$ cat src/rtl/ysyx_041514_lsu_ctrl.sv
// Single-outstanding load/store sequencer for the MEM stage (64-bit data port).
// Optional misaligned-access trap: define YSYX_041514_LSU_MISALIGN_CHECK_EN.
//
// state  | meaning
// IDLE   | waiting for ls_valid_i, latches the access
// REQ    | memory request presented until ready
// WAIT   | waiting for the memory response
// DONE   | one-cycle completion pulse, load data valid
module ysyx_041514_lsu_ctrl (
    input  logic        clk,
    input  logic        rst,
    input  logic        ls_valid_i,
    input  logic        ls_type_i,
    input  logic        ls_signed_i,
    input  logic [3:0]  ls_size_i,
    input  logic [63:0] ls_addr_i,
    input  logic [63:0] ls_wdata_i,
    output logic        stall_o,
    output logic        ls_done_o,
    output logic [63:0] ls_rdata_o,
    output logic        misalign_o,
    output logic        mem_req_valid_o,
    input  logic        mem_req_ready_i,
    output logic [63:0] mem_addr_o,
    output logic        mem_wen_o,
    output logic [63:0] mem_wdata_o,
    output logic [7:0]  mem_wstrb_o,
    input  logic        mem_rsp_valid_i,
    input  logic [63:0] mem_rdata_i
);

    typedef enum logic [1:0] {S_IDLE, S_REQ, S_WAIT, S_DONE} state_t;

    state_t      r_state;
    state_t      w_next;
    logic        r_type;
    logic        r_signed;
    logic [1:0]  r_size;
    logic [63:0] r_addr;
    logic [63:0] r_wdata;
    logic [63:0] r_rdata;
    logic        r_misalign;

    logic [1:0]  w_size_in;
    logic        w_mis_in;
    logic [2:0]  w_off;
    logic [7:0]  w_mask;
    logic [63:0] w_shifted;
    logic [63:0] w_load;
    logic        w_req;
    logic        w_done;

    // Size code is log2(bytes); highest set bit wins, all-zero means 8 bytes.
    always_comb begin
        w_size_in = 2'd0;
        if (ls_size_i[3] || (ls_size_i == 4'b0000)) w_size_in = 2'd3;
        else if (ls_size_i[2])                      w_size_in = 2'd2;
        else if (ls_size_i[1])                      w_size_in = 2'd1;
    end

`ifdef YSYX_041514_LSU_MISALIGN_CHECK_EN
    always_comb begin
        w_mis_in = 1'b0;
        case (w_size_in)
            2'd0:    w_mis_in = 1'b0;
            2'd1:    w_mis_in = ls_addr_i[0];
            2'd2:    w_mis_in = |ls_addr_i[1:0];
            default: w_mis_in = |ls_addr_i[2:0];
        endcase
    end
`else
    assign w_mis_in = 1'b0;
`endif

    always_comb begin
        w_next = r_state;
        case (r_state)
            S_IDLE: if (ls_valid_i) w_next = w_mis_in ? S_DONE : S_REQ;
            S_REQ:  if (mem_req_ready_i) w_next = S_WAIT;
            S_WAIT: if (mem_rsp_valid_i) w_next = S_DONE;
            default: w_next = S_IDLE;
        endcase
    end

    always_ff @(posedge clk or posedge rst) begin
        if (rst) begin
            r_state    <= S_IDLE;
            r_type     <= 1'b0;
            r_signed   <= 1'b0;
            r_size     <= 2'd0;
            r_addr     <= 64'd0;
            r_wdata    <= 64'd0;
            r_rdata    <= 64'd0;
            r_misalign <= 1'b0;
        end else begin
            r_state <= w_next;
            case (r_state)
                S_IDLE: begin
                    r_rdata    <= 64'd0;
                    r_misalign <= 1'b0;
                    if (ls_valid_i) begin
                        r_type     <= ls_type_i;
                        r_signed   <= ls_signed_i;
                        r_size     <= w_size_in;
                        r_addr     <= ls_addr_i;
                        r_wdata    <= ls_wdata_i;
                        r_misalign <= w_mis_in;
                    end
                end
                S_WAIT: if (mem_rsp_valid_i) r_rdata <= r_type ? 64'd0 : w_load;
                default: ;
            endcase
        end
    end

    assign w_off = r_addr[2:0];

    always_comb begin
        w_mask = 8'hFF;
        case (r_size)
            2'd0:    w_mask = 8'h01;
            2'd1:    w_mask = 8'h03;
            2'd2:    w_mask = 8'h0F;
            default: w_mask = 8'hFF;
        endcase
    end

    assign w_shifted = mem_rdata_i >> {w_off, 3'b000};

    always_comb begin
        w_load = w_shifted;
        case (r_size)
            2'd0:    w_load = {{56{r_signed & w_shifted[7]}},  w_shifted[7:0]};
            2'd1:    w_load = {{48{r_signed & w_shifted[15]}}, w_shifted[15:0]};
            2'd2:    w_load = {{32{r_signed & w_shifted[31]}}, w_shifted[31:0]};
            default: w_load = w_shifted;
        endcase
    end

    assign w_req  = (r_state == S_REQ);
    assign w_done = (r_state == S_DONE);

    // Memory-side outputs come only from latched state so they hold still in REQ.
    assign mem_req_valid_o = w_req;
    assign mem_addr_o      = w_req ? {r_addr[63:3], 3'b000} : 64'd0;
    assign mem_wen_o       = w_req & r_type;
    assign mem_wdata_o     = w_req ? (r_wdata << {w_off, 3'b000}) : 64'd0;
    assign mem_wstrb_o     = w_req ? (w_mask << w_off) : 8'd0;

    assign ls_done_o  = w_done;
    assign ls_rdata_o = w_done ? r_rdata : 64'd0;
    assign misalign_o = w_done & r_misalign;

    always_comb begin
        stall_o = 1'b0;
        case (r_state)
            S_IDLE:  stall_o = ls_valid_i;
            S_REQ:   stall_o = 1'b1;
            S_WAIT:  stall_o = 1'b1;
            default: stall_o = 1'b0;
        endcase
    end

endmodule

$ cat config.mk
export PLATFORM = sky130hd
export DESIGN_NAME = ysyx_041514_lsu_ctrl
export DESIGN_NICKNAME = d
export VERILOG_FILES = /design/src/rtl/ysyx_041514_lsu_ctrl.sv
export SDC_FILE = /design/constraint.sdc
export NUM_CORES = 1
export LEC_CHECK = 0
export BUFFER_PORTS_ARGS = -buffer_cell sky130_fd_sc_hd__buf_2
export CAP_MARGIN = 20
export CORE_MARGIN = 2
export CORE_UTILIZATION = 52
export DETAILED_ROUTE_END_ITERATION = 16
export PLACE_DENSITY_LB_ADDON = 0.08
export SYNTH_ARGS = -nofsm -noshare
export SYNTH_HDL_FRONTEND = slang
export SYNTH_SLANG_ARGS = --single-unit
export TNS_END_PERCENT = 1
$ cat constraint.sdc
create_clock -name clk -period 6.7 [get_ports clk]
set_input_delay 0 -clock clk [delete_from_list [all_inputs] [get_ports clk]]
set_output_delay 0 -clock clk [all_outputs]
set_load 0.02 [all_outputs]
==> impl_summary.txt, run 1 <==
----------------------------------------------------
[Run status]
  Outcome ... completed

[Clock network]
  Bufs on Longest Clock Path ... 2
  CTS clk-pin slew, worst paths ... 0.08 ns
  TritonCTS buffer count ... 17
  Clk sinks ... 198
  Clock insertion delay at the later pin of the skew report ... 0.45 ns
  Root buffer cell ... sky130_fd_sc_hd__clkbuf_16
  Quantity of gates resized following cts ... 0
  Clock tree from TritonCTS ... yes
  # H-tree levels ... 4
  Number of setup buffers added after CTS ... 0

[Placement]
  Detailed placer's ending HPWL ... 28.3 mm
  Port Buffers ... 403
  Placer Congestion ... 0.949
  Dpl cells ... 1,803

[Timing]
  Max Clock Skew ... 0.0236 ns
  Tightest Pin Transition ... 1.05 ns
  Top achievable clock speed ... 0.269 GHz
  Final count of hold timing violations ... 0
  Period Utilization, post-route ... 55.4%
  Unrepaired setup endpoints after global routing ... false
  Number of max-slew violations in the final report ... 0
  Clock period minus worst slack ... 3.71 ns
  Max-Slew Margin vs Limit ... 30.2%
  Number of failing setup endpoints in the final timing report ... 0
  Summed negative setup slack over all endpoints ... 0 ns

[Global routing]
  Largest net degree at the start of global routing ... 136
  Number of antenna violations at the first check in global routing ... 4
  GRT Overall Usage ... 32.9%
  Overflow after GRT ... 0
  Number of global-route vias before repair ... 11,600
  Wire length of the first global-routing pass ... 63.4 mm

[Finish]
  Non-filler cells, final ... 1,982
  Net count reported at finish ... 1,854
  Fillers ... 1,784
  Fraction of the core area covered by cells at the end of the flow ... 70.6%
  Proportion of layout cells with a drive suffix above 1 ... 40.3%
  Post-synthesis to final-layout area growth ... 33.2%

[Route]
  Routed via count ... 11,400
  Final routed DRC violation total ... 0
  Routed length per placed instance ... 21.1 µm
  Total Routed Length ... 41.8 mm
  Drt via density ... 5.75
  Routed Antenna Nets ... 0
  Iteration-0 DRC Markers ... 915
  Pre-antenna DRT Iters ... 5

[Floorplanning]
  Die footprint ... 25,200 µm²
  Die Span Y ... 159 µm
  Initial standard-cell utilization of the core ... 53.0%
  Top Ports ... 408
  Placeable core area ... 23,500 µm²
  Width of the chip ... 159 µm
  Site row count ... 56

[Synth]
  Sequential-to-total area share from yosys stat ... 39.8%
  Synth Register Bits ... 198
  Synth async-reset ratio ... 100%
  Total standard cell area after synthesis ... 12,400 µm²
  Post-Syn Instances ... 1,170
  Distinct cell type count of the synthesized netlist ... 46
  Primary FF master, synth ... sky130_fd_sc_hd__dfrtp_1
  Number of enable-type register cells in the synthesized netlist ... 0
  Count of synthesis-stage warnings from yosys ... 0
  Synthesized area divided by synthesized cell count ... 10.6 µm²

[Power and ir drop]
  PD cells ... 469 nW/µm²
  Static power due to leakage ... 8.12 nW
  Maximum vdd ir drop ... 0.258 mV

[Critical path]
  Worst reg2reg path depth ... 6
  Startpoint-to-endpoint class of the critical path ... reg2reg
  Sort of element at the start of the critical path ... register
  Data required time at the worst endpoint ... 7.06 ns
  Kind of end point of the critical path ... register
  Arr. time, crit path ... 4.07 ns
  Maximum fanout along the worst path ... 69

[Hold path]
  Hold Path Cell Cnt ... 4
  Type of the tightest min-delay check ... in2reg

[Job]
  Max-Cap Viols ... 0

----------------------------------------------------
layout make-up:
| type | instances | area, µm² | area share, % |
|---|---|---|---|
| diodes | 4 | 10.0 | 0.0604 |
| inverters | 10 | 45.0 | 0.272 |
| flip-flops and latches | 198 | 4960 | 30.0 |
| clock inverters | 15 | 200 | 1.21 |
| multi-input cells | 860 | 6960 | 42.0 |
| repair buffers | 559 | 3560 | 21.5 |
| clock buffers | 17 | 425 | 2.57 |
| well taps | 319 | 399 | 2.41 |
where the power goes:
group	internal, W	switching [W]	total [W]
combinational	0.00194	0.00236	0.00430
sequential	0.00177	0.000612	0.00238
clock	0.000546	0.000539	0.00108
total	0.00425	0.00351	0.00777
stage by stage:
stage / hold WS [ns] / instance area, µm² / setup WS, ns / power [W]
6_report: 0.00354 / 16600 / 2.99 / 0.00777
2_1_floorplan: 0.151 / 12500 / 1.30 / 0.00542
4_1_cts: 0.00843 / 16500 / 2.83 / 0.00771
5_1_grt: 0.0331 / 16600 / 2.77 / 0.00823
3_3_place_gp: 0.232 / 14500 / 2.89 / 0.00646
3_5_place_dp: 0.235 / 14500 / 2.86 / 0.00654
cells in the mapped netlist, types with 10 or more instances:
library cell / number / area [µm²]
sky130_fd_sc_hd__dfrtp_1: 198 / 4950
sky130_fd_sc_hd__and2_1: 155 / 970
sky130_fd_sc_hd__mux2_2: 147 / 1660
sky130_fd_sc_hd__nand2_1: 117 / 439
sky130_fd_sc_hd__mux2i_1: 88 / 881
sky130_fd_sc_hd__o21ai_0: 55 / 275
sky130_fd_sc_hd__clkbuf_1: 50 / 188
sky130_fd_sc_hd__mux4_2: 48 / 1080
sky130_fd_sc_hd__nor2_1: 37 / 139
sky130_fd_sc_hd__a21oi_1: 36 / 180
sky130_fd_sc_hd__nor2b_1: 31 / 194
sky130_fd_sc_hd__a22oi_1: 26 / 195
sky130_fd_sc_hd__buf_2: 22 / 110
sky130_fd_sc_hd__a211oi_1: 17 / 128
sky130_fd_sc_hd__buf_4: 16 / 120
sky130_fd_sc_hd__buf_1: 11 / 41.3
sky130_fd_sc_hd__o22ai_1: 11 / 68.8
sky130_fd_sc_hd__o31ai_1: 11 / 82.6
sky130_fd_sc_hd__o21ai_2: 10 / 87.6
path summary, 6_finish.rpt:
path	start	end	slack [ns]
worst min register to register	r_rdata[33]$_DFFE_PP0P_	r_rdata[33]$_DFFE_PP0P_	0.48
worst max register to register	r_addr[1]$_DFFE_PP0P_	r_rdata[25]$_DFFE_PP0P_	2.99
worst max-delay path	r_addr[1]$_DFFE_PP0P_	r_rdata[25]$_DFFE_PP0P_	2.99
max in group asynchronous	rst	r_addr[0]$_DFFE_PP0P_	4.80
worst min-delay path	mem_req_ready_i	r_state[0]$_DFFE_PP0P_	0.004
min in group asynchronous	rst	r_addr[51]$_DFFE_PP0P_	0.25
sequential cells by signal, indices dropped and copies added, names as in the netlist:
name and count:
r_signed 1, r_addr 64, r_rdata 64, r_state 2
r_type 1, r_wdata 64, r_size 2
layer usage:
metal | part of all wire (%) | vias to the layer above | GRT usage (%)
met4 | 5.3 | 0 | 18.0
met3 | 6.7 | 122 | 6.12
li1 | - | 5117 | -
met2 | 50 | 548 | 54.7
met5 | 0 | - | 0
met1 | 38 | 5615 | 40.6
logic make-up (layout without fill, tap and decap cells):
| logic type | after synthesis | count (layout) | share of synthesized area, % |
|---|---|---|---|
| muxes | 283 | 283 | 29.1 |
| other | 1 | 8 | 0.0301 |
| and+or+nand+nor | 365 | 365 | 15.3 |
| DFF | 198 | 198 | 39.8 |
| adders and majority gates | 5 | 5 | 0.503 |
| buffers and inverters | 115 | 601 | 4.54 |
| AOI/OAI and AO/OA | 203 | 203 | 10.7 |
repair_timing:
item                                   CTS  global route
hold buffers                           142             0
endpoints found under the hold margin  274             0
setup endpoints to repair                0             0
layout by cell type (no fill, tap or decap), types with 3 or more instances in the layout:
master and count:
sky130_fd_sc_hd__a2bb2oi_1 9, sky130_fd_sc_hd__buf_2 403, sky130_fd_sc_hd__buf_4 13, sky130_fd_sc_hd__ha_1 3, sky130_fd_sc_hd__o31ai_1 11, sky130_fd_sc_hd__dlygate4sd3_1 142
sky130_fd_sc_hd__inv_1 7, sky130_fd_sc_hd__o21ai_0 55, sky130_fd_sc_hd__o21ai_2 10, sky130_fd_sc_hd__a22oi_1 26, sky130_fd_sc_hd__dfrtp_1 195, sky130_fd_sc_hd__o2bb2ai_1 5
sky130_fd_sc_hd__inv_8 4, sky130_fd_sc_hd__a21oi_1 36, sky130_fd_sc_hd__mux2i_1 87, sky130_fd_sc_hd__diode_2 4, sky130_fd_sc_hd__o22ai_1 11, sky130_fd_sc_hd__a211oi_1 17
sky130_fd_sc_hd__clkinv_8 4, sky130_fd_sc_hd__nand2_1 116, sky130_fd_sc_hd__clkbuf_16 17, sky130_fd_sc_hd__nor2b_1 29, sky130_fd_sc_hd__inv_6 3, sky130_fd_sc_hd__a22o_1 8
sky130_fd_sc_hd__nand3_1 8, sky130_fd_sc_hd__mux4_2 48, sky130_fd_sc_hd__mux2_2 147, sky130_fd_sc_hd__nor2_1 37, sky130_fd_sc_hd__and3_1 9, sky130_fd_sc_hd__conb_1 4
sky130_fd_sc_hd__and2_1 155, sky130_fd_sc_hd__o211ai_1 5
critical path, stage by stage, from the launching register on:
cell and delay (ns):
sky130_fd_sc_hd__dfrtp_4 0.87, sky130_fd_sc_hd__buf_4 0.77, sky130_fd_sc_hd__nor2b_1 0.79, sky130_fd_sc_hd__a22oi_1 0.22, sky130_fd_sc_hd__o211ai_2 0.30, sky130_fd_sc_hd__nand2_1 0.43, sky130_fd_sc_hd__nand2_1 0.18
Note: power is estimated with default switching activity, not from simulation.
==> run 2, diff against run 1 <==
Settings changed: ABC_AREA from default to 1, CORE_UTILIZATION 52 to 47.
Clock period 6.7 ns to 3 ns, I/O delays scaled along.
==> impl_summary.txt, run 2 <==
----------------------------------------------------
[Placement]
  Placer Congestion ... 0.933 (was 0.949)
  Port Buffers ... 403 (unchanged)
  Detailed placer's ending HPWL ... 33.4 mm (was 28.3 mm)
  Dpl ws ... 0.689 ns (was 2.86 ns)
  Dpl cells ... 2,595 (was 1,803)

[Finish]
  Sequential cell area in the final layout ... 4960 µm² (about the same)
  Proportion of layout cells with a drive suffix above 1 ... 19.9% (was 40.3%)
  Net count reported at finish ... 2,629 (was 1,854)
  Regs by FF count ... r_addr x64, r_rdata x64, r_wdata x64 (unchanged)
  Post-synthesis to final-layout area growth ... 34.3% (was 33.2%)
  Most common cell after layout, fill and taps aside ... sky130_fd_sc_hd__nand2_1 (was sky130_fd_sc_hd__buf_2)
  Fillers ... 2,477 (was 1,784)
  Fraction of the core area covered by cells at the end of the flow ... 64.2% (was 70.6%)
  Area used by multi-input combinational logic ... 6160 µm² (was 6960 µm²)
  Most used cells in the layout excluding fill and tap cells ... sky130_fd_sc_hd__nand2_1, sky130_fd_sc_hd__buf_2, sky130_fd_sc_hd__dfrtp_1, sky130_fd_sc_hd__inv_1, sky130_fd_sc_hd__dlygate4sd3_1 (was sky130_fd_sc_hd__buf_2, sky130_fd_sc_hd__dfrtp_1, sky130_fd_sc_hd__and2_1, sky130_fd_sc_hd__mux2_2, sky130_fd_sc_hd__dlygate4sd3_1)
  Non-filler cells, final ... 2,773 (was 1,982)

[Synth]
  Compound-cell area share of the yosys netlist ... 11.7% (was 10.7%)
  Dominant cell type by area after synthesis ... sky130_fd_sc_hd__dfrtp_1 (unchanged)
  Count of synthesis-stage warnings from yosys ... 0 (unchanged)
  Area fraction of the dominant cell type after synthesis ... 39.9% (was 39.8%)
  Synth async-reset ratio ... 100% (unchanged)
  Multiplexer share of the synthesized area ... 1.29% (was 29.1%)
  Combinational family with the most area after synthesis ... simple AND/OR/NAND/NOR gates (was multiplexers)
  Sequential-to-total area share from yosys stat ... 39.9% (was 39.8%)
  Count leader, synth ... sky130_fd_sc_hd__nand2_1 (was sky130_fd_sc_hd__dfrtp_1)
  Largest cells by area after synthesis ... sky130_fd_sc_hd__dfrtp_1, sky130_fd_sc_hd__nand2_1, sky130_fd_sc_hd__inv_1, sky130_fd_sc_hd__nand3_1, sky130_fd_sc_hd__o21ai_1 (was sky130_fd_sc_hd__dfrtp_1, sky130_fd_sc_hd__mux2_2, sky130_fd_sc_hd__mux4_2, sky130_fd_sc_hd__and2_1, sky130_fd_sc_hd__mux2i_1)
  Synth Register Bits ... 198 (unchanged)
  Total standard cell area after synthesis ... 12,400 µm² (about the same)
  Distinct cell type count of the synthesized netlist ... 31 (was 46)
  Number of enable-type register cells in the synthesized netlist ... 0 (unchanged)
  Top cell types by occurrence after synthesis ... sky130_fd_sc_hd__nand2_1, sky130_fd_sc_hd__dfrtp_1, sky130_fd_sc_hd__inv_1 (was sky130_fd_sc_hd__dfrtp_1, sky130_fd_sc_hd__and2_1, sky130_fd_sc_hd__mux2_2)
  Primary FF master, synth ... sky130_fd_sc_hd__dfrtp_1 (unchanged)
  Simple-Gate Fraction of Synth Area ... 35.7% (was 15.3%)
  Post-Syn Instances ... 1,960 (was 1,170)
  Share of the synthesized netlist area taken by xor and xnor gates ... 0% (unchanged)
  Synthesized area divided by synthesized cell count ... 6.34 µm² (was 10.6 µm²)
  Post-Synth Adder-Cell Area ... 0.503% (about the same)

[Timing]
  Final worst slack ... 0.202 ns (was 2.99 ns)
  Max-Slew Margin vs Limit ... 50.6% (was 30.2%)
  Unrepaired setup endpoints after global routing ... false (unchanged)
  Hold slack final ... 0.0228 ns (was 0.00354 ns)
  Number of failing setup endpoints in the final timing report ... 0 (unchanged)
  Final count of hold timing violations ... 0 (unchanged)
  Clock period minus worst slack ... 2.80 ns
  Period Utilization, post-route ... 93.3%
  Tightest Pin Transition ... 0.739 ns (was 1.05 ns)
  Max Clock Skew ... 0.0173 ns (was 0.0236 ns)
  Number of max-slew violations in the final report ... 0 (unchanged)
  Summed negative setup slack over all endpoints ... 0 ns (unchanged)
  Top achievable clock speed ... 0.357 GHz

[Critical path]
  Startpoint-to-endpoint class of the critical path ... reg2out (was reg2reg)
  Critical R2R Launch ... r_state[0]$_DFFE_PP0P_ (was r_addr[1]$_DFFE_PP0P_)
  Critical path's largest stage delay ... 0.56 ns (was 0.87 ns)
  Data required time at the worst endpoint ... 3.00 ns (was 7.06 ns)
  Sort of element at the start of the critical path ... register (unchanged)
  Arr. time, crit path ... 2.80 ns (was 4.07 ns)
  Maximum fanout along the worst path ... 65 (was 69)
  Kind of end point of the critical path ... output pin (was register)
  Worst setup slack for register-to-register paths ... 0.46 ns (was 2.99 ns)
  Slowest CP cell ... sky130_fd_sc_hd__buf_4 (was sky130_fd_sc_hd__dfrtp_4)
  Worst reg2reg path depth ... 8 (was 6)
  Worst path cell trace ... inv_1 -> ha_2 -> buf_4 -> nand3_1 -> o22ai_1 -> buf_2 (was buf_4 -> nor2b_1 -> a22oi_1 -> o211ai_2 -> nand2_1 -> nand2_1)
  Reg-to-reg critical path endpoint ... r_size[0]$_DFFE_PP0P_ (was r_rdata[25]$_DFFE_PP0P_)

[Floorplanning]
  Die Span Y ... 167 µm (was 159 µm)
  Initial standard-cell utilization of the core ... 47.8% (was 53.0%)
  Site row count ... 59 (was 56)
  Width of the chip ... 167 µm (was 159 µm)
  Placeable core area ... 26,000 µm² (was 23,500 µm²)
  Top Ports ... 408 (unchanged)
  Die footprint ... 27,800 µm² (was 25,200 µm²)

[Clock network]
  Quantity of hold-fixing buffers added after cts ... 142 (unchanged)
  Clock insertion delay at the later pin of the skew report ... 0.45 ns (about the same)
  Quantity of gates resized following cts ... 0 (unchanged)
  Clock tree from TritonCTS ... yes (unchanged)
  # H-tree levels ... 4 (unchanged)
  Clk sinks ... 198 (unchanged)
  CTS clk-pin slew, worst paths ... 0.08 ns (about the same)
  Root buffer cell ... sky130_fd_sc_hd__clkbuf_16 (unchanged)
  Number of setup buffers added after CTS ... 0 (unchanged)
  TritonCTS buffer count ... 17 (unchanged)
  Bufs on Longest Clock Path ... 2 (unchanged)

[Power and ir drop]
  Static power due to leakage ... 10.2 nW (was 8.12 nW)
  PD cells ... 1020 nW/µm² (was 469 nW/µm²)
  Maximum vdd ir drop ... 0.677 mV (was 0.258 mV)

[Route]
  Total Routed Length ... 47.7 mm (was 41.8 mm)
  Final routed DRC violation total ... 0 (unchanged)
  Pre-antenna DRT Iters ... 6 (was 5)
  Routed Antenna Nets ... 0 (unchanged)
  Drt via density ... 5.26 (was 5.75)
  Routed length per placed instance ... 17.2 µm (was 21.1 µm)
  Iteration-0 DRC Markers ... 1,536 (was 915)
  Routed via count ... 14,600 (was 11,400)

[Global routing]
  Number of antenna violations at the first check in global routing ... 4 (unchanged)
  Largest net degree at the start of global routing ... 141 (was 136)
  Wire length of the first global-routing pass ... 75.1 mm (was 63.4 mm)
  GRT Overall Usage ... 33.7% (was 32.9%)
  Overflow after GRT ... 0 (unchanged)
  Number of global-route vias before repair ... 14,100 (was 11,600)

[Hold path]
  Worst hold path startpoint ... mem_rdata_i[6] (was mem_req_ready_i)
  Hold Path Cell Cnt ... 5 (was 4)
  WHS Endpoint ... r_rdata[6]$_DFFE_PP0P_ (was r_state[0]$_DFFE_PP0P_)
  Type of the tightest min-delay check ... in2reg (unchanged)

[Run status]
  Outcome ... completed (unchanged)

[Job]
  Max-Cap Viols ... 0 (unchanged)

----------------------------------------------------
-- run 2: changes by cell type after synthesis, moves of 72 or more --
cell | before | now
sky130_fd_sc_hd__nand3_1 | 8 | 140
sky130_fd_sc_hd__nand2_1 | 117 | 926
sky130_fd_sc_hd__inv_1 | 9 | 196
sky130_fd_sc_hd__and2_1 | 155 | 0
sky130_fd_sc_hd__mux2_2 | 147 | 0
sky130_fd_sc_hd__mux2i_1 | 88 | 16
sky130_fd_sc_hd__o21ai_1 | 2 | 107
-- run 2: power breakdown --
| part | total [W] | switching, W | internal (W) |
|---|---|---|---|
| Combinational | 0.00980 | 0.00685 | 0.00296 |
| Clock | 0.00242 | 0.00126 | 0.00116 |
| Sequential | 0.00477 | 0.000877 | 0.00389 |
-- run 2: metrics by stage --
step / cell area (µm²) / total power (W)
global route: 16700 / 0.0183
global placement: 14600 / 0.0143
CTS: 16700 / 0.0169
floorplan: 12400 / 0.0113
finish: 16700 / 0.0170
detailed placement: 14600 / 0.0143
-- run 2: area by class of cell --
| class | instances | area share [%] |
|---|---|---|
| Multi-Input combinational cell | 1428 | 36.9 |
| Sequential cell | 198 | 29.7 |
| Timing Repair Buffer | 577 | 22.6 |
| Inverter | 199 | 4.53 |
| Clock buffer | 18 | 2.63 |
| Tap cell | 335 | 2.51 |
| Clock inverter | 14 | 1.04 |
| Antenna cell | 4 | 0.0600 |
-- run 2: layer usage --
| metal | share of wire, % | up-vias | global-route usage [%] |
|---|---|---|---|
| met1 | 39 | 6759 | 41.5 |
| met3 | 7.7 | 123 | 6.51 |
| met5 | 0 | - | 0 |
| met4 | 4.7 | 0 | 15.0 |
| li1 | - | 7003 | - |
| met2 | 49 | 707 | 57.5 |
-- run 2: worst max-delay path by stage --
stage | from | to | slack (ns) | depth (start not counted)
floorplan | rst | r_addr[0]$_DFFE_PP0P_ | 0.44 | 1
global placement | r_state[1]$_DFFE_PP0P_ | mem_wstrb_o[6] | 0.79 | 10
detailed placement | r_state[1]$_DFFE_PP0P_ | mem_wdata_o[32] | 0.69 | 6
CTS | r_state[1]$_DFFE_PP0P_ | mem_wdata_o[32] | 0.21 | 6
global route | r_state[1]$_DFFE_PP0P_ | mem_wdata_o[35] | 0.05 | 6
finish | r_state[1]$_DFFE_PP0P_ | mem_wdata_o[36] | 0.20 | 6
-- run 2: logic make-up after synthesis --
family	Yosys count
AO/OA/AOI/OAI	272
AND/OR/NAND/NOR	1131
adder cells (fa/ha/maj)	5
buffers and inverters	337
flip-flops	198
multiplexers	16
other	1
-- run 2: critical path: cells and delay by family (launching register included) --
kind,cells,cell delay (ns)
AO/OA/AOI/OAI,1,0.33
flip-flops,1,0.44
AND/OR/NAND/NOR,1,0.50
adder cells (fa/ha/maj),1,0.18
buffers and inverters,3,0.89
